==> src/rtl/rv_fetch_unit.sv <==
// RV32 instruction-fetch front end: credit-based fetch queue between a
// 1-cycle synchronous instruction memory and decode, with redirect/flush.
module rv_fetch_unit #(
    parameter int              XLEN  = 32,
    parameter int              DEPTH = 4,
    parameter logic [XLEN-1:0] NOP   = 32'h00000013
) (
    input  logic            clk,
    input  logic            rst_n,
    input  logic [XLEN-1:0] boot_addr,
    output logic            imem_req,
    output logic [XLEN-1:0] imem_addr,
    input  logic [XLEN-1:0] imem_rdata,
    input  logic            redirect_valid,
    input  logic [XLEN-1:0] redirect_pc,
    output logic            id_valid,
    input  logic            id_ready,
    output logic [XLEN-1:0] id_instr,
    output logic [XLEN-1:0] id_pc,
    output logic [XLEN-1:0] id_pc_plus_4
);
    localparam int            AW  = $clog2(DEPTH);
    localparam int            CW  = AW + 1;
    localparam logic [CW:0]   LIM = (CW+1)'(DEPTH);

    logic [XLEN-1:0] r_fetch_pc;
    logic [XLEN-1:0] r_req_addr;
    logic            r_inflight;
    logic [AW-1:0]   r_rptr;
    logic [AW-1:0]   r_wptr;
    logic [CW-1:0]   r_count;
    logic [XLEN-1:0] r_q_instr [DEPTH];
    logic [XLEN-1:0] r_q_pc    [DEPTH];

    logic            w_pop;
    logic            w_push;
    logic            w_req;
    logic [CW:0]     w_occ;
    logic [XLEN-1:0] w_addr;

    assign id_valid = (r_count != '0);
    assign w_pop    = id_valid & id_ready;
    // A redirect drops the response of the superseded request.
    assign w_push   = r_inflight & ~redirect_valid;

    // Occupancy counts the response still in flight so it always finds a free slot.
    assign w_occ  = {1'b0, r_count} + (CW+1)'(r_inflight) - (CW+1)'(w_pop);
    assign w_req  = rst_n & (redirect_valid | (w_occ < LIM));
    assign w_addr = redirect_valid ? (redirect_pc & ~XLEN'(3)) : r_fetch_pc;

    assign imem_req  = w_req;
    assign imem_addr = w_addr;

    assign id_instr     = id_valid ? r_q_instr[r_rptr] : NOP;
    assign id_pc        = id_valid ? r_q_pc[r_rptr] : '0;
    assign id_pc_plus_4 = id_pc + XLEN'(4);

    always_ff @(posedge clk) begin
        if (!rst_n) begin
            r_fetch_pc <= boot_addr & ~XLEN'(3);
            r_inflight <= 1'b0;
            r_rptr     <= '0;
            r_wptr     <= '0;
            r_count    <= '0;
        end else begin
            r_inflight <= w_req;
            if (w_req) begin
                r_fetch_pc <= w_addr + XLEN'(4);
            end
            if (redirect_valid) begin
                r_rptr  <= '0;
                r_wptr  <= '0;
                r_count <= '0;
            end else begin
                if (w_push) begin
                    r_wptr <= r_wptr + AW'(1);
                end
                if (w_pop) begin
                    r_rptr <= r_rptr + AW'(1);
                end
                r_count <= r_count + CW'(w_push) - CW'(w_pop);
            end
        end
    end

    always_ff @(posedge clk) begin
        if (w_req) begin
            r_req_addr <= w_addr;
        end
        if (w_push) begin
            r_q_instr[r_wptr] <= imem_rdata;
            r_q_pc[r_wptr]    <= r_req_addr;
        end
    end

    a_no_overflow: assert property (@(posedge clk) disable iff (!rst_n)
        !(w_push && !w_pop && (r_count == CW'(DEPTH))));

endmodule

==> config.mk <==
export PLATFORM = sky130hd
export DESIGN_NAME = rv_fetch_unit
export DESIGN_NICKNAME = d
export VERILOG_FILES = /design/src/rtl/rv_fetch_unit.sv
export SDC_FILE = /design/constraint.sdc
export NUM_CORES = 1
export LEC_CHECK = 0
export CAP_MARGIN = 20
export CORE_ASPECT_RATIO = 1.4
export CORE_MARGIN = 2
export CORE_UTILIZATION = 50
export DETAILED_ROUTE_END_ITERATION = 16
export PLACE_DENSITY_LB_ADDON = 0.3
export RECOVER_POWER = 100
export SLEW_MARGIN = 20
export SYNTH_ARGS = -nofsm -noshare
export SYNTH_HDL_FRONTEND = slang
export SYNTH_SLANG_ARGS = --single-unit
==> constraint.sdc <==
create_clock -name clk -period 3.6 [get_ports clk]
set_input_delay 0.36 -clock clk [delete_from_list [all_inputs] [get_ports clk]]
set_output_delay 0.36 -clock clk [all_outputs]
set_load 0.02 [all_outputs]
==> out/qor.yml, run 1 <==
outcome: "finished with violations"
violations: "capacitance limit, slew limit"
reg2reg_slack_ps: 280
async_reset_ff_share_pct: 0
start_kind: "flip-flop"
drive_gt1_share_pct: 17.3
totalWireLength_um: 30700
p_comb_share_pct: 12.4
switching_share_pct: 23.1
critical_path.endpoint: "id_pc_plus_4[19]"
nets: 1242
path_cells: "mux4_2 -> or3_1 -> or4_4 -> nor2_2 -> xor2_1 -> dlygate4sd2_1"
dr_wl_met3_um: 1600
peakVddDrop_mv: 0.425
instances_no_fill: 1536
grt_pass1_vias: 8560
place.gp.congestion: 0.831
crit_required_ps: 3240
io_buffers: 225
fp.dieW_um: 148
dr.first_iter.drc_count: 580
clkSinkCount: 330
area_growth_pct: 26.4
ys.flop_type: "edfxtp_1"
cts_tree: "built"
synth_seq_area_share_pct: 67.1
met2_length_um: 16100
synth_edf_count: 318
overflow: 0
antenna_found_initial: 0
cts_hold_buf: 0
slew_viol_final: 126
relSlewSlack_pct: -60.5
fin_crit_ps: 3520
reg2reg_from: "r_inflight"
num_io_pins: 230
skew_ps: 7.58
avgSynthCellArea_um2: 16.6
postLayoutCoreUtil_pct: 63.7
crit_slowest_cell: "mux4_2"
grt_max_degree: 49
synth_cell_type_count: 71
netlist_instances: 879
critPathMaxStageDelay_ps: 590
clock_path_buffers: 3
die-area_um2: 30600
min_period_over_period_pct: 97.7
diodes: 0
p_int_w: 0.00704
wl_per_cell_um: 20.0
yosys_warnings: 0
core-area_um2: 29000
dieHeight_um: 206
critPathKind: "flip-flop to output port"
max_cap_viol_count: 4
grt_pass1_wl_um: 46700
min_path_type: "flip-flop to flip-flop"
initial_core_util_pct: 50.4
holdWs_ps: 458
rsz0062_at_grt: "true"
cp_max_fo: 9
cts.clk_slew.worst_paths_ps: 60
clockPowerShare_pct: 38.0
r2r_end: "r_q_instr[2][14]"
cellLeakagePower_nw: 6.43
tightestPinTransition_ps: 2410
num_vias: 8307
finalHoldViolCount: 0
antenna_left: 0
via_per_inst: 5.41
cts_root_buffer: "clkbuf_16"
drc: 0
clock_latency_ps: 560
dr.pass1.iters: 4
reg2reg_depth: 3
drt-met1-wl_um: 12400
grt.total_usage_pct: 20.0
dp_hpwl_um: 20700
numCtsBuffers: 31
h-tree-depth: 1
seqPwrFrac_pct: 49.6
place_inst: 1471
top_layer_used: "met4"
fmax_mhz: 284
syn_nets: 989
rows: 74
p_switching_w: 0.00211
power_w: 0.00915
p_per_area_nw_per_um2: 496
ys_seq_elements: 330
cp-end-kind: "output port"
cp.arrival_ps: 3160
syn_area_um2: 14600
setup_violations: 0
-- critical path, delay by kind of cell (launching register included) --
family	cells	cell delay, ps
mux	1	590
buf+inv	1	340
simple gates	3	1040
xor+xnor	1	150
flops	1	480
-- registers in the layout (all words and copies together), names as in the netlist, named ones only --
register    count
r_q_instr     128
r_inflight      1
r_rptr          2
r_req_addr     32
r_fetch_pc     32
r_count         3
r_wptr          2
r_q_pc        128
-- area by class of cell --
class	instances	area [µm²]
Fill cell	2103	10500
Sequential cell	330	9800
Multi-Input combinational cell	471	4390
Timing Repair Buffer	264	2550
Clock buffer	34	787
Tap cell	380	475
Clock inverter	23	319
Inverter	34	130
-- metal layers --
metal | track usage [%] | vias to the layer above
li1 | - | 3878
met1 | 25.7 | 4129
met2 | 35.5 | 259
met3 | 2.54 | 41
met4 | 5.95 | 0
met5 | 0 | -
-- per-stage QoR --
step	setup slack, ps	TNS, ps	instance area [µm²]
4_1_cts	11.1	0	18500
5_1_grt	-43.5	-121	18500
2_1_floorplan	44.2	0	14600
3_3_place_gp	221	0	17400
6_report	81.7	0	18500
3_5_place_dp	135	0	17400
-- cells by family (layout without fill, tap and decap cells) --
logic type / Yosys count / count (layout) / synth area share, %
flip-flops: 330 / 330 / 67.1
AND/OR/NAND/NOR: 242 / 242 / 9.26
multiplexers: 100 / 100 / 12.7
buffers and inverters: 78 / 355 / 2.88
AO/OA/AOI/OAI: 61 / 61 / 3.68
XOR/XNOR: 58 / 58 / 3.48
adder cells (fa/ha/maj): 10 / 10 / 0.909
-- timing repair --
action / CTS / global route
gates cloned: 0 / 1
gates resized for setup: 27 / 26
pin swaps: 1 / 0
buffers inserted: 7 / 0
endpoints found under the setup margin: 22 / 17
-- Yosys cell counts, types with 3 or more instances --
library cell  count  area share [%]
nand2_1          46             1.2
mux2_2           14             1.1
nor3_1           11            0.38
o21ai_0           5            0.17
inv_1            32            0.82
and2b_2           3            0.18
nand3_1          28            0.96
dfxtp_1          12             1.6
buf_4             5            0.26
nand2b_1          5            0.21
nor2b_1           6            0.26
xnor2_1          47             2.8
or2_2             6            0.26
ha_1              9            0.77
and2_1           63             2.7
a21oi_1           4            0.14
o2bb2ai_1        22             1.3
o211ai_1          3            0.15
buf_6             7            0.54
mux4_2           66              10
clkbuf_1         18            0.46
mux2i_1          18             1.2
a31oi_1           4            0.17
nand4_1           4            0.17
nand3b_1          5            0.26
buf_2            10            0.34
a21o_1            3            0.15
nor4_1            3            0.13
edfxtp_1        318              65
xor2_1           11            0.66
and3_1            3            0.13
nor2_1           41             1.1
-- worst min path at each step --
stage	slack [ps]	cells past startpoint	start	end
floorplan	420	1	r_fetch_pc[0]	r_fetch_pc[0]
global placement	430	1	r_fetch_pc[1]	r_fetch_pc[1]
detailed placement	440	1	r_fetch_pc[1]	r_fetch_pc[1]
CTS	360	2	redirect_valid	r_req_addr[6]
global route	450	2	boot_addr[12]	r_fetch_pc[12]
finish	460	1	r_fetch_pc[1]	r_fetch_pc[1]
-- layout by cell type, fill, tap and decap left out, types with 5 or more instances in the layout --
| cell type | netlist | final |
|---|---|---|
| clkbuf_16 | 0 | 32 |
| or2_2 | 6 | 6 |
| and2_1 | 63 | 51 |
| nand2_1 | 46 | 46 |
| dfxtp_1 | 12 | 10 |
| nor2b_1 | 6 | 6 |
| nand2b_1 | 5 | 5 |
| clkdlybuf4s50_1 | 0 | 82 |
| nor3_1 | 11 | 9 |
| dlygate4sd3_1 | 0 | 117 |
| clkinvlp_4 | 0 | 5 |
| xnor2_1 | 47 | 47 |
| inv_1 | 32 | 32 |
| o21ai_0 | 5 | 5 |
| clkinv_2 | 0 | 6 |
| xor2_1 | 11 | 11 |
| mux2i_1 | 18 | 18 |
| nand3b_1 | 5 | 5 |
| bufinv_16 | 0 | 7 |
| dlygate4sd2_1 | 0 | 14 |
| mux4_2 | 66 | 66 |
| clkbuf_1 | 18 | 7 |
| ha_1 | 9 | 9 |
| mux2_1 | 0 | 14 |
| o2bb2ai_1 | 22 | 22 |
| and2_0 | 0 | 12 |
| nor2_1 | 41 | 38 |
| clkbuf_2 | 0 | 10 |
| edfxtp_1 | 318 | 318 |
| buf_4 | 5 | 24 |
| nand3_1 | 28 | 28 |
-- power by group through the flow --
stage | logic (W) | registers (W) | clock network, W
2_1_floorplan | 0.000678 | 0.00458 | 0
3_3_place_gp | 0.00122 | 0.00460 | 0
3_5_place_dp | 0.00123 | 0.00462 | 0
4_1_cts | 0.00122 | 0.00453 | 0.00355
5_1_grt | 0.00123 | 0.00455 | 0.00370
6_report | 0.00113 | 0.00454 | 0.00348
No activity file was read; power rests on OpenSTA's default activity.
==> run 2, diff against run 1 <==
--- a/config.mk
+++ b/config.mk
@@ -9,6 +9,7 @@
 export CORE_ASPECT_RATIO = 1.4
 export CORE_MARGIN = 2
 export CORE_UTILIZATION = 50
+export CTS_CLUSTER_SIZE = 25
 export DETAILED_ROUTE_END_ITERATION = 16
 export PLACE_DENSITY_LB_ADDON = 0.3
 export RECOVER_POWER = 100
==> results of run 2 <==
Final layout, timing and power as in run 1 (identical DEF).
==> run 3, diff against run 2 <==
--- a/config.mk
+++ b/config.mk
@@ -7,12 +7,12 @@
 export LEC_CHECK = 0
 export CAP_MARGIN = 20
 export CORE_ASPECT_RATIO = 1.4
-export CORE_MARGIN = 2
 export CORE_UTILIZATION = 50
 export CTS_CLUSTER_SIZE = 25
 export DETAILED_ROUTE_END_ITERATION = 16
 export PLACE_DENSITY_LB_ADDON = 0.3
 export RECOVER_POWER = 100
+export SKIP_LAST_GASP = 1
 export SLEW_MARGIN = 20
 export SYNTH_ARGS = -nofsm -noshare
 export SYNTH_HDL_FRONTEND = slang
==> constraint.sdc (replaced) <==
create_clock -name clk -period 3.6 [get_ports clk]
set_input_delay 0.54 -clock clk [delete_from_list [all_inputs] [get_ports clk]]
set_output_delay 0.54 -clock clk [all_outputs]
set_load 0.02 [all_outputs]
==> out/qor.yml, run 3 (same netlist as run 1, synthesis figures left out) <==
outcome: "finished with violations"
violations: "capacitance limit, slew limit"
rows: 73
wl_per_cell_um: 20.3
min_period_over_period_pct: 98.4
fin_crit_ps: 3540
nets: 1251
power_w: 0.00889
place.gp.congestion: 0.811
largestRegisters: "r_q_instr x128, r_q_pc x128"
multi_input_area_um2: 4450
seqPwrFrac_pct: 51.0
grt_pass1_wl_um: 48400
num_io_pins: 230
io_buffers: 225
cts_hold_buf: 0
min_path_type: "flip-flop to flip-flop"
grt_pass1_vias: 8771
cp.depth: 11
cts_root_buffer: "clkbuf_16"
cts.clk_slew.worst_paths_ps: 60
p_int_w: 0.00678
totalWireLength_um: 31200
grt_max_degree: 45
place_inst: 1469
core-area_um2: 28600
path_cells: "mux4_2 -> nand2_2 -> inv_2 -> ha_4 -> nand3_1 -> or2_4 -> nor4_4 -> buf_6 -> nand3_1 -> xnor2_2 -> clkdlybuf4s15_1"
reg2reg_depth: 3
start_kind: "flip-flop"
overflow: 0
max_cap_viol_count: 2
holdWs_ps: 457
setup_violations: 0
gr-usage-met2_pct: 38.0
dieHeight_um: 204
dr.first_iter.drc_count: 479
clockPowerShare_pct: 35.6
initial_core_util_pct: 51.0
rsz0062_at_grt: "true"
layout_commonest_cell: "edfxtp_1"
regArea_um2: 9800
tightestPinTransition_ps: 1740
dp_hpwl_um: 21000
clock_latency_ps: 560
crit_required_ps: 3060
grt.busiest_layer: "met2"
clkSinkCount: 330
mostFrequentLayoutCells: "edfxtp_1, clkdlybuf4s50_1, mux4_2"
via_per_inst: 5.48
cp.arrival_ps: 3000
skew_ps: 14.9
nFillCells: 2089
fp.dieW_um: 146
path_buf_inv: 3
area_growth_pct: 26.4
peakVddDrop_mv: 0.382
p_per_area_nw_per_um2: 482
numCtsBuffers: 31
switching_share_pct: 23.8
cts_tree: "built"
antenna_left: 0
num_vias: 8443
drive_gt1_share_pct: 18.4
reg2reg_from: "r_inflight"
cellLeakagePower_nw: 6.26
path_common_cell: "nand3_1"
dr.pass1.iters: 4
finalHoldViolCount: 0
relSlewSlack_pct: -16.0
crit_slowest_cell: "dfxtp_4"
die-area_um2: 29900
r2r_end: "r_q_instr[2][1]"
drc: 0
grt_util_met3_pct: 2.79
fmax_mhz: 282
slew_viol_final: 69
cp_max_fo: 6
instances_no_fill: 1540
critPathKind: "flip-flop to output port"
critPathMaxStageDelay_ps: 380
p_switching_w: 0.00211
grt.total_usage_pct: 21.3
reg2reg_slack_ps: 480
cp-end-kind: "output port"
final_area_um2: 18400
critical_path.endpoint: "id_pc_plus_4[26]"
placed_cell_area_um2: 17400
clock_path_buffers: 3
cp_top_family: "simple AND/OR/NAND/NOR gates"
antenna_found_initial: 0
h-tree-depth: 1
p_comb_share_pct: 13.4
use_met1_pct: 26.7
## run 3: per-layer routing
layer,wire [µm],vias to the layer above
li1,-,3908
met4,801,0
met3,1710,46
met2,16200,272
met1,12500,4217
met5,0,-
## run 3: timing repair
item,4_1_cts,5_1_grt
endpoints found under the setup margin,24,19
endpoints found under the hold margin,0,0
pin swaps,1,0
cloned,1,1
buffers inserted,7,5
resized for setup,67,23
## run 3: power groups by stage
stage	Combinational, W	Sequential (W)	Clock, W
2_1_floorplan	0.000684	0.00458	0
3_3_place_gp	0.00123	0.00460	0
3_5_place_dp	0.00124	0.00462	0
4_1_cts	0.00124	0.00453	0.00324
5_1_grt	0.00128	0.00455	0.00339
6_report	0.00119	0.00454	0.00317
## run 3: worst min-delay path by stage
| stage | startpoint | end | cells after the start |
|---|---|---|---|
| final | r_fetch_pc[1] | r_fetch_pc[1] | 1 |
| after global routing | r_fetch_pc[1] | r_fetch_pc[1] | 1 |
| after CTS | r_fetch_pc[1] | r_fetch_pc[1] | 1 |
| after detailed placement | r_fetch_pc[1] | r_fetch_pc[1] | 1 |
| after global placement | r_fetch_pc[1] | r_fetch_pc[1] | 1 |
| after floorplan | r_fetch_pc[0] | r_fetch_pc[0] | 1 |
## run 3: area by class of cell
| type | instances | share of cell area, % |
|---|---|---|
| flip-flops and latches | 330 | 53.1 |
| multi-input cells | 471 | 24.1 |
| repair buffers | 273 | 14.2 |
| clock buffers | 35 | 4.29 |
| well taps | 375 | 2.54 |
| clock inverters | 21 | 1.04 |
| inverters | 34 | 0.692 |
| diodes | 1 | 0.0136 |
## run 3: per-stage QoR
| stage | worst slack (ps) | util [%] | setup TNS, ps |
|---|---|---|---|
| detailed placement | -130 | 61.0 | -130 |
| CTS | -48.5 | 64.7 | -48.5 |
| global route | -95.3 | 64.5 | -358 |
| finish | 56.9 | 64.5 | 0 |
| floorplan | 6.44 | - | 0 |
| global placement | -138 | 61.0 | -138 |
